[src/rtl/mem_rmw_ctrl_if.sv]
// Requester and data-RAM signal bundle for the MEM-stage RAM sequencer.
// slave = the controller's view; master = the pipeline/RAM environment's view.
interface mem_rmw_ctrl_if #(
  parameter int ADDR_W = 32,
  parameter int DATA_W = 32
);
  logic                  req_i;
  logic                  we_i;
  logic [DATA_W/8-1:0]   sel_i;
  logic [ADDR_W-1:0]     addr_i;
  logic [DATA_W-1:0]     data_i;
  logic                  ack_o;
  logic [DATA_W-1:0]     data_o;
  logic                  stall_o;
  logic                  ram_we_o;
  logic [ADDR_W-1:0]     ram_addr_o;
  logic [DATA_W-1:0]     ram_data_o;
  logic [DATA_W-1:0]     ram_data_i;

  modport slave (
    input  req_i, we_i, sel_i, addr_i, data_i, ram_data_i,
    output ack_o, data_o, stall_o, ram_we_o, ram_addr_o, ram_data_o
  );

  modport master (
    output req_i, we_i, sel_i, addr_i, data_i, ram_data_i,
    input  ack_o, data_o, stall_o, ram_we_o, ram_addr_o, ram_data_o
  );
endinterface

[src/rtl/mem_rmw_ctrl.sv]
// Sequences a single-port word-wide data RAM: word loads, direct full-word stores,
// and read-modify-write for byte/halfword stores (the RAM has no byte enables).
module mem_rmw_ctrl #(
  parameter int ADDR_W = 32,
  parameter int DATA_W = 32
) (
  input  logic           clk,
  input  logic           rst,
  mem_rmw_ctrl_if.slave  bus
);
  localparam int LANES = DATA_W / 8;
  localparam logic [ADDR_W-1:0] WORD_MASK = ~ADDR_W'(3);

  typedef enum logic [1:0] {IDLE, READ, WRITE, RESP} state_t;

  state_t              state_q, state_d;
  logic [ADDR_W-1:0]   addr_q, addr_d;
  logic [DATA_W-1:0]   data_q, data_d;
  logic [LANES-1:0]    sel_q, sel_d;
  logic                we_q, we_d;
  logic [DATA_W-1:0]   rdata_q, rdata_d;
  logic                ack_q, ack_d;
  logic [DATA_W-1:0]   dout_q, dout_d;
  logic                ram_we_q, ram_we_d;
  logic [ADDR_W-1:0]   ram_addr_q, ram_addr_d;
  logic [DATA_W-1:0]   ram_data_q, ram_data_d;
  logic [DATA_W-1:0]   merge_w;

  // Lane merge of the store data over the word currently being read back.
  for (genvar gi = 0; gi < LANES; gi++) begin : g_merge
    assign merge_w[gi*8 +: 8] = sel_q[gi] ? data_q[gi*8 +: 8] : bus.ram_data_i[gi*8 +: 8];
  end

  always_comb begin
    state_d    = state_q;
    addr_d     = addr_q;
    data_d     = data_q;
    sel_d      = sel_q;
    we_d       = we_q;
    rdata_d    = rdata_q;
    ack_d      = 1'b0;
    dout_d     = '0;
    ram_we_d   = 1'b0;
    ram_addr_d = '0;
    ram_data_d = '0;
    case (state_q)
      IDLE: begin
        if (bus.req_i) begin
          addr_d = bus.addr_i;
          data_d = bus.data_i;
          sel_d  = bus.sel_i;
          we_d   = bus.we_i;
          if (!bus.we_i) begin
            state_d    = READ;
            ram_addr_d = bus.addr_i & WORD_MASK;
          end else if (bus.sel_i == '1) begin
            state_d    = WRITE;
            ram_we_d   = 1'b1;
            ram_addr_d = bus.addr_i & WORD_MASK;
            ram_data_d = bus.data_i;
          end else if (bus.sel_i == '0) begin
            state_d = RESP;
            ack_d   = 1'b1;
          end else begin
            state_d    = READ;
            ram_addr_d = bus.addr_i & WORD_MASK;
          end
        end
      end
      READ: begin
        rdata_d = bus.ram_data_i;
        if (we_q) begin
          // Outputs are registered, so the merged word is formed from the live read data.
          state_d    = WRITE;
          ram_we_d   = 1'b1;
          ram_addr_d = addr_q & WORD_MASK;
          ram_data_d = merge_w;
        end else begin
          state_d = RESP;
          ack_d   = 1'b1;
          dout_d  = bus.ram_data_i;
        end
      end
      WRITE: begin
        state_d = RESP;
        ack_d   = 1'b1;
      end
      RESP:    state_d = IDLE;
      default: state_d = IDLE;
    endcase
  end

  // Async reset clears ram_we immediately so an in-flight write never commits.
  always_ff @(posedge clk or negedge rst) begin
    if (!rst) begin
      state_q    <= IDLE;
      addr_q     <= '0;
      data_q     <= '0;
      sel_q      <= '0;
      we_q       <= 1'b0;
      rdata_q    <= '0;
      ack_q      <= 1'b0;
      dout_q     <= '0;
      ram_we_q   <= 1'b0;
      ram_addr_q <= '0;
      ram_data_q <= '0;
    end else begin
      state_q    <= state_d;
      addr_q     <= addr_d;
      data_q     <= data_d;
      sel_q      <= sel_d;
      we_q       <= we_d;
      rdata_q    <= rdata_d;
      ack_q      <= ack_d;
      dout_q     <= dout_d;
      ram_we_q   <= ram_we_d;
      ram_addr_q <= ram_addr_d;
      ram_data_q <= ram_data_d;
    end
  end

  assign bus.ack_o      = ack_q;
  assign bus.data_o     = dout_q;
  assign bus.stall_o    = bus.req_i & ~ack_q;
  assign bus.ram_we_o   = ram_we_q;
  assign bus.ram_addr_o = ram_addr_q;
  assign bus.ram_data_o = ram_data_q;
endmodule

[src/flat_wrapper.sv]
// flat-port wrapper written by rule: the top's interface ports become plain ports
module mem_rmw_ctrl_flat 
#(
  parameter int ADDR_W = 32,
  parameter int DATA_W = 32
)
  (clk, rst, bus_req_i, bus_we_i, bus_sel_i, bus_addr_i, bus_data_i, bus_ram_data_i, bus_ack_o, bus_data_o, bus_stall_o, bus_ram_we_o, bus_ram_addr_o, bus_ram_data_o);
  mem_rmw_ctrl_if #(.ADDR_W(ADDR_W), .DATA_W(DATA_W)) bus_i ();
  input  logic clk;
  input  logic rst;
  input wire logic [$bits(bus_i.req_i)-1:0] bus_req_i;
  input wire logic [$bits(bus_i.we_i)-1:0] bus_we_i;
  input wire logic [$bits(bus_i.sel_i)-1:0] bus_sel_i;
  input wire logic [$bits(bus_i.addr_i)-1:0] bus_addr_i;
  input wire logic [$bits(bus_i.data_i)-1:0] bus_data_i;
  input wire logic [$bits(bus_i.ram_data_i)-1:0] bus_ram_data_i;
  output wire logic [$bits(bus_i.ack_o)-1:0] bus_ack_o;
  output wire logic [$bits(bus_i.data_o)-1:0] bus_data_o;
  output wire logic [$bits(bus_i.stall_o)-1:0] bus_stall_o;
  output wire logic [$bits(bus_i.ram_we_o)-1:0] bus_ram_we_o;
  output wire logic [$bits(bus_i.ram_addr_o)-1:0] bus_ram_addr_o;
  output wire logic [$bits(bus_i.ram_data_o)-1:0] bus_ram_data_o;
  assign bus_i.req_i = bus_req_i;
  assign bus_i.we_i = bus_we_i;
  assign bus_i.sel_i = bus_sel_i;
  assign bus_i.addr_i = bus_addr_i;
  assign bus_i.data_i = bus_data_i;
  assign bus_i.ram_data_i = bus_ram_data_i;
  assign bus_ack_o = bus_i.ack_o;
  assign bus_data_o = bus_i.data_o;
  assign bus_stall_o = bus_i.stall_o;
  assign bus_ram_we_o = bus_i.ram_we_o;
  assign bus_ram_addr_o = bus_i.ram_addr_o;
  assign bus_ram_data_o = bus_i.ram_data_o;
  mem_rmw_ctrl #(.ADDR_W(ADDR_W), .DATA_W(DATA_W)) u_core (.clk(clk), .rst(rst), .bus(bus_i));
endmodule
[config.mk]
export PLATFORM = sky130hd
export DESIGN_NAME = mem_rmw_ctrl_flat
export DESIGN_NICKNAME = d
export VERILOG_FILES = /design/src/rtl/mem_rmw_ctrl_if.sv /design/src/rtl/mem_rmw_ctrl.sv /design/src/flat_wrapper.sv
export SDC_FILE = /design/constraint.sdc
export NUM_CORES = 1
export LEC_CHECK = 0
export BUFFER_PORTS_ARGS = -buffer_cell sky130_fd_sc_hd__buf_2
export CORE_MARGIN = 2
export CORE_UTILIZATION = 51
export DETAILED_ROUTE_END_ITERATION = 8
export PLACE_DENSITY_LB_ADDON = 0.25
export SLEW_MARGIN = 20
export SYNTH_ARGS = -nofsm -noshare
export SYNTH_HDL_FRONTEND = slang
export SYNTH_SLANG_ARGS = --single-unit
[constraint.sdc]
create_clock -name clk -period 2.01 [get_ports clk]
set_clock_uncertainty 0.1 [all_clocks]
set_input_delay 0.201 -clock clk [delete_from_list [all_inputs] [get_ports clk]]
set_output_delay 0.201 -clock clk [all_outputs]
set_load 0.05 [all_outputs]
== After elaboration in Yosys (flattened, before gate mapping) ==
Index checks and enable logic that the tools add are counted.

* Bits in registers: 169
* Input bits: 104
* Output and inout port bits: 99
* Logic and storage cells: 54

* Equality and inequality tests: 5
* Muxes and demuxes: 34
* Bitwise logic cells: 2
* Reduce and logical (&&, ||, !) cells: 3

{| class="wikitable"
|+ Operators with widths
! operator !! number
|-
| $mux 32 || 11
|-
| $pmux 32 s2 || 2
|-
| $mux 8 || 4
|-
| $mux 1 || 10
|-
| $mux 2 || 4
|-
| $pmux 2 s4 || 1
|-
| $eq 2x2->1 const B || 2
|-
| $eq 4x4->1 const B || 1
|-
| $logic_not 4->1 || 1
|-
| $pmux 1 s3 || 1
|-
| $eq 2x1->1 const B || 1
|-
| $logic_not 2->1 || 1
|-
| $ne 2x2->1 const B || 1
|-
| $pmux 1 s2 || 1
|-
| $reduce_and 2->1 || 1
|-
| $and 1x1->1 || 1
|-
| $not 1->1 || 1
|}

== Longest topological paths before layout ==
Gate-level depths: netlist (run 1).

* Depth in word-level cells: 6
* Gate-level depth with buffers: 8
* Gate-level depth less buffers: 5

== Least setup slack after synthesis (run 1) ==
No wires, ideal clock.

* Path kind: reg2reg
* Start: reg u_core.state_q[0]
* End: reg u_core.ram_data_q[0], in the netlist u_core.bus.ram_data_o[0]
* Setup time: 140 ps
* Arrival time: 1500 ps
* Required time: 1770 ps
* Slack: 270 ps
* Cell stages (with the launch flop): 9
* Buffers on the path: 3
* Clock period less this slack: 1740 ps
* Path through: dfrtp_1 -> inv_1 -> ha_1 -> and2_1 -> buf_6 -> and3_1 -> buf_6 -> buf_8 -> o2bb2ai_2

* Longest elaborated chain between the ends: 2
* Elaborated cells between the ends (all ways): 3
* Classes of those cells: eq/ne: 1; mux: 1; reduce/logical: 1

{| class="wikitable"
|+ RTL lines
! item !! line !! source
|-
| from (decl) || mem_rmw_ctrl.sv:16 || <nowiki>state_t state_q, state_d;</nowiki>
|-
| from (signal assigned) || mem_rmw_ctrl.sv:108 || <nowiki>state_q <= state_d;</nowiki>
|-
| $eq 2x1->1 / $logic_not 2->1 (equally long branches) || mem_rmw_ctrl.sv:46 || <nowiki>case (state_q)</nowiki>
|-
| $pmux 32 s2 * || mem_rmw_ctrl.sv:46 ||
|-
| net u_core.ram_data_d[0] || mem_rmw_ctrl.sv:26 || <nowiki>logic [DATA_W-1:0] ram_data_q, ram_data_d;</nowiki>
|-
| to (signal assigned) || mem_rmw_ctrl.sv:118 || <nowiki>ram_data_q <= ram_data_d;</nowiki>
|-
| to (decl) || mem_rmw_ctrl.sv:26 ||
|}

Mark *: on every way through the listed nets, which the timed path passes. The rest lies on a longest branch.
A chain may end at the register's enable or synchronous reset.

== Worst setup path after layout (run 1) ==
* Start: reg u_core.state_q[0]
* End: reg u_core.ram_data_q[20], in the netlist u_core.bus.ram_data_o[20]

Same word-level chain as after synthesis.

==> flow_summary.json, run 1 <==
{
  "status": "completed",
  "critPathCaptureType": "flip-flop",
  "fmax_mhz": 537.6,
  "hold_path.class": "primary input to flip-flop",
  "clock_latency_ns": 0.42,
  "vdd_ir_drop_max_uv": 790.0,
  "drt-initial-drc-count": 361,
  "reg2reg_depth": 6,
  "reg2reg_from": "u_core.state_q[0]",
  "drt-vias-per-instance": 5.162,
  "drive_gt1_frac": 0.3218,
  "arrival_ns": 2.10,
  "die_area_um2": 13880,
  "slowest_delay_ns": 0.42,
  "cts_tree": "yes",
  "critPathKind": "flip-flop to flip-flop",
  "reg2reg_setup_slack_ns": 0.15,
  "crit_required_ns": 2.25,
  "grt_max_degree": 99,
  "grt_antenna_before_repair": 0,
  "grt-ovfl-total": 0,
  "reg2reg_to": "u_core.bus.ram_data_o[20]",
  "post-place-ws_ns": 0.09217,
  "post-route-period-util": 0.9255,
  "pwr-share-clk": 0.250,
  "whs_endpoint": "u_core.state_q[0]",
  "synthDistinctLibCells": 29,
  "routed-via-count": 5348,
  "syn2layout_area_growth_pct": 42.11,
  "ant_nets": 0,
  "cp_slowest_cell": "dfrtp_1",
  "p_int_mw": 8.123,
  "nNetsFinal": 959,
  "dr.pass1.iters": 5,
  "power-per-cell-area_nw_per_um2": 1439,
  "yosysWarnings": 0,
  "grt_pass1_vias": 5737,
  "synthArstFlopShare": 1.000,
  "post_cts_buffers": 0,
  "hold_violations": 0,
  "clkSlewWorstSetupHoldPaths_ns": 0.06,
  "syn_area_um2": 6608,
  "timing.final.setup_violations": 0,
  "hold_depth": 3,
  "diodes": 0,
  "drc": 0,
  "synth_edf_count": 0,
  "cpLargestDelayFamily": "buffers and inverters",
  "synth_cells": 560,
  "whs_ns": 0.1304,
  "wl_per_cell_um": 16.65,
  "final_cell_mix": "nand2_1 (201), buf_2 (197), dfrtp_1 (165), dlygate4sd3_1 (100), and2_1 (33)",
  "p_sw_frac": 0.3989,
  "ys_seq_area_frac": 0.6249,
  "start_util": 0.5236,
  "path_cells": "inv_1, ha_2, and2_4, and3_2, buf_4, o2bb2ai_1",
  "synth-seq-cells": 165,
  "pin_count": 203,
  "crit_buf_inv": 2,
  "synth_flop_cell": "dfrtp_1",
  "globalRouteMet2Util": 0.4578,
  "seqPwrFrac": 0.379,
  "die-height_um": 117.8,
  "combinationalPowerShare": 0.371,
  "worst_setup_path_start_kind": "flip-flop",
  "worst_pin_slew_ns": 0.5617,
  "grtUsageTotal": 0.2597,
  "die_w_um": 117.8,
  "met1_usage": 0.3015,
  "clockBufferDepth": 2,
  "seqCellArea_um2": 4129,
  "fin_tns_setup_ns": 0,
  "cap_violations": 0,
  "multiInputGateArea_um2": 2252,
  "crit_fanout": 23,
  "coreArea_um2": 12620,
  "leakage_nw": 4.978,
  "h-tree-depth": 4,
  "slew_viol_final": 0,
  "synth_area_per_cell_um2": 11.80,
  "fin_crit_ns": 1.860,
  "gp_congestion": 0.7838,
  "fin_ws_ns": 0.1498,
  "portBuffers": 198,
  "postRouteWirelength_um": 17250,
  "grtUsageMet3": 0.06541,
  "hold_start": "bus_req_i",
  "root_buffer": "clkbuf_16",
  "hpwl_um": 10370,
  "final_common_cell": "nand2_1",
  "grt_pass1_wl_um": 28270,
  "rsz0062_at_grt": "false",
  "row_count": 41,
  "slew_headroom": 0.6256,
  "p_sw_mw": 5.390,
  "fillers": 863,
  "grt.busiest_layer": "met2",
  "cts_buffers": 17,
  "cts_sinks": 165
}
==> power groups by stage <==
stage	clock, mW	sequential, mW	combinational [mW]
2_1_floorplan	0	6.54	2.02
4_1_cts	3.42	5.09	4.98
5_1_grt	3.56	5.23	5.39
3_3_place_gp	0	5.07	4.65
3_5_place_dp	0	5.14	4.81
6_report	3.38	5.12	5.01
==> metrics by stage <==
stage,instances,util,power (mW),area (um2)
2_1_floorplan,561,-,8.566,6611
3_3_place_gp,904,0.6147,9.725,7757
3_5_place_dp,904,0.6147,9.945,7757
4_1_cts,1036,0.7429,13.50,9375
5_1_grt,1036,0.7441,14.19,9390
6_report,1036,0.7441,13.51,9390
==> flip-flops by register name, summed over array words and instances (netlist names) <==
signal / flops
u_core.addr_q: 30
u_core.sel_q: 4
u_core.bus.ram_we_o: 1
u_core.data_q: 32
u_core.bus.ram_addr_o: 30
u_core.state_q: 2
u_core.bus.ram_data_o: 32
u_core.we_q: 1
u_core.bus.ack_o: 1
u_core.bus.data_o: 32
==> kinds of logic (layout without fill, tap and decap cells) <==
logic type	after synthesis	count (layout)	synth area share
AO/OA/AOI/OAI	66	66	0.1201
adder cells (fa/ha/maj)	4	4	0.007575
buffers and inverters	43	346	0.03768
flip-flops	165	165	0.6249
multiplexers	32	32	0.04848
other	1	2	0.0005675
AND/OR/NAND/NOR	249	249	0.1608
==> layer usage <==
metal,up-vias,part of all wire
met1,2637,0.39
met3,35,0.063
met4,0,0.024
li1,2447,-
met2,229,0.52
met5,-,0
==> tightest hold or removal path: cells and delay by family <==
kind	cells	cell delay, ns
buffers and inverters	1	0.15
AOI/OAI and AO/OA	2	0.25
==> worst max-delay path by stage <==
| stage | from | to | slack [ns] | depth (start not counted) |
|---|---|---|---|---|
| 3_3_place_gp | u_core.state_q[0] | u_core.bus.ram_data_o[20] | 0.23 | 6 |
| 4_1_cts | bus_sel_i[0] | u_core.bus.ram_addr_o[31] | 0.07 | 5 |
| 2_1_floorplan | u_core.state_q[0] | u_core.bus.ram_data_o[0] | 0.27 | 8 |
| 6_report | u_core.state_q[0] | u_core.bus.ram_data_o[20] | 0.15 | 6 |
| 3_5_place_dp | u_core.state_q[0] | u_core.state_q[1] | 0.09 | 6 |
| 5_1_grt | u_core.state_q[1] | u_core.state_q[1] | 0.07 | 6 |
==> Yosys cell counts, types with 2 or more instances <==
library cell,n,area (um2)
mux2i_1,32,320.3
a32o_1,30,300.3
buf_2,7,35.03
clkbuf_1,16,60.06
and3_1,2,12.51
ha_1,4,50.05
nand2_1,203,762.0
nor2b_1,2,12.51
buf_1,7,26.28
nor2_1,2,7.510
and2_1,34,212.7
buf_4,2,15.01
buf_8,3,45.04
o2bb2ai_1,2,17.52
dfrtp_1,165,4129
buf_6,5,56.30
o2bb2ai_2,30,450.4
inv_1,3,11.26
==> cell type report <==
class | count | area share
tap | 172 | 0.02292
inverter | 3 | 0.001199
multi-input combinational | 353 | 0.2398
sequential | 165 | 0.4397
clock inverter | 10 | 0.01626
timing repair buffer | 311 | 0.2306
clock buffer | 22 | 0.04943
==> what timing repair did <==
item,in CTS,in global routing
hold endpoints to repair,254,0
gates resized for setup,0,3
hold buffers,100,0
endpoints found under the setup margin,0,4
(Power assumes the default switching activity.)
==> inputs of run 2 (changes only) <==
Settings changed: BUFFER_PORTS_ARGS -buffer_cell sky130_fd_sc_hd__buf_2 to not set, CORE_UTILIZATION 51 to 54, DONT_BUFFER_PORTS set to 1.
==> flow_summary.json, run 2 (same netlist as run 1, synthesis figures left out) <==
{
  "status": "finished, violations left",
  "violations": "negative hold slack",
  "die_area_um2": 13140,
  "worst_pin_slew_ns": 0.6641,
  "arrival_ns": 2.06,
  "diodes": 0,
  "fin_crit_ns": 1.858,
  "gp_congestion": 0.7424,
  "post-place-ws_ns": 0.2170,
  "final_common_cell": "nand2_1",
  "post-route-period-util": 0.9245,
  "hpwl_um": 8905,
  "clkSlewWorstSetupHoldPaths_ns": 0.06,
  "p_int_mw": 7.805,
  "portBuffers": 0,
  "leakage_nw": 4.041,
  "slew_headroom": 0.5557,
  "crit_required_ns": 2.21,
  "drive_gt1_frac": 0.1148,
  "cap_violations": 0,
  "die-height_um": 114.6,
  "final_cell_mix": "nand2_1 (201), dfrtp_1 (165), dlygate4sd3_1 (100), and2_1 (33), mux2i_1 (32)",
  "post_cts_buffers": 0,
  "p_sw_mw": 5.124,
  "row_count": 40,
  "die_w_um": 114.6,
  "hold_path.class": "primary input to async pin",
  "cts_tree": "yes",
  "fin_ws_ns": 0.1517,
  "drt-vias-per-instance": 5.551,
  "rsz0062_at_grt": "false",
  "dr.pass1.iters": 4,
  "h-tree-depth": 4,
  "fmax_mhz": 538.1,
  "start_util": 0.5524,
  "critPathKind": "primary input to flip-flop",
  "slew_viol_final": 0,
  "nNetsFinal": 758,
  "grt_max_degree": 166,
  "postRouteWirelength_um": 15470,
  "crit_path_start": "bus_sel_i[0]",
  "grt_pass1_vias": 4731,
  "clock_latency_ns": 0.41,
  "coreArea_um2": 11960,
  "ctsHoldBuffers": 100,
  "timing.final.setup_violations": 0,
  "cts_buffers": 17,
  "reg2reg_depth": 6,
  "wl_per_cell_um": 19.12,
  "combinationalPowerShare": 0.200,
  "hold_violations": 165,
  "cts_resized": 0,
  "drc": 0,
  "grt-ovfl-total": 0,
  "reg2reg_setup_slack_ns": 0.19,
  "reg2reg_from": "u_core.state_q[0]",
  "pin_count": 203,
  "fin_tns_setup_ns": 0,
  "grt_pass1_wl_um": 24560,
  "worst_setup_path_start_kind": "primary input",
  "power-per-cell-area_nw_per_um2": 1554,
  "crit_fanout": 30,
  "syn2layout_area_growth_pct": 25.92,
  "drt-initial-drc-count": 358,
  "crit_path_end": "u_core.bus.ram_addr_o[23]",
  "grt_antenna_before_repair": 0,
  "seqPwrFrac": 0.529,
  "cts_sinks": 165,
  "whs_ns": -0.6262,
  "clockBufferDepth": 2,
  "grtUsageTotal": 0.2462,
  "ant_nets": 0,
  "p_sw_frac": 0.3963,
  "root_buffer": "clkbuf_16",
  "vdd_ir_drop_max_uv": 790.4,
  "routed-via-count": 4491,
  "pwr-share-clk": 0.271,
  "reg2reg_to": "u_core.bus.ram_data_o[14]",
  "critPathCaptureType": "flip-flop"
}
-- run 2: changes by cell type in the layout (fill, tap and decap cells not counted) --
cell       change
buf_2        -197
buf_12         -1
buf_16         -1
buf_4          -1
buf_6          -1
bufinv_16      +1
clkbuf_1       -1
clkinv_2       -1
ha_1           +1
ha_2           -1
nand2_2        +1
nand2_4        -1
-- run 2: layout make-up --
class / count / area (um2)
Sequential cell: 165 / 4129
Fill cell: 851 / 3641
Multi-Input combinational cell: 353 / 2245
Timing Repair Buffer: 110 / 1114
Clock buffer: 21 / 460.4
Tap cell: 147 / 183.9
Clock inverter: 10 / 177.7
Inverter: 3 / 11.26
-- run 2: per-stage QoR --
step,hold slack (ns),total power [mW],instance area [um2],instances,utilization
finish,-0.6262,12.93,8320,809,0.6956
floorplan,-0.1946,8.566,6611,561,-
CTS,-0.6494,12.96,8320,809,0.6956
global route,-0.6519,13.61,8320,809,0.6956
detailed placement,-0.1913,9.259,6681,678,0.5586
global placement,-0.1915,9.091,6681,678,0.5586
-- run 2: worst min path at each step --
stage,start,endpoint,slack (ns),depth (start not counted)
6_report,rst,u_core.bus.data_o[28],-0.63,0
2_1_floorplan,rst,u_core.addr_q[10],-0.19,0
5_1_grt,rst,u_core.bus.ram_data_o[16],-0.65,0
3_5_place_dp,rst,u_core.bus.data_o[22],-0.19,0
3_3_place_gp,rst,u_core.bus.data_o[22],-0.19,0
4_1_cts,rst,u_core.bus.data_o[24],-0.65,0
-- run 2: worst max-delay path, stage by stage --
cell and delay [ns]:
dlygate4sd3_1 0.61, nor4_4 0.36, nand2_2 0.45, a32o_1 0.43
-- run 2: power groups by stage --
stage	Sequential, mW	Combinational [mW]	Clock [mW]
floorplan	6.54	2.02	0
global placement	6.85	2.24	0
detailed placement	6.89	2.37	0
CTS	6.84	2.57	3.56
global route	6.98	2.92	3.72
finish	6.84	2.58	3.51
-- run 2: per-layer routing --
metal | vias to the layer above | share of wire | global-route usage
met4 | 0 | 0.029 | 0.1187
li1 | 2051 | - | -
met3 | 37 | 0.066 | 0.07094
met5 | - | 0 | 0
met2 | 176 | 0.51 | 0.4185
met1 | 2227 | 0.39 | 0.2867
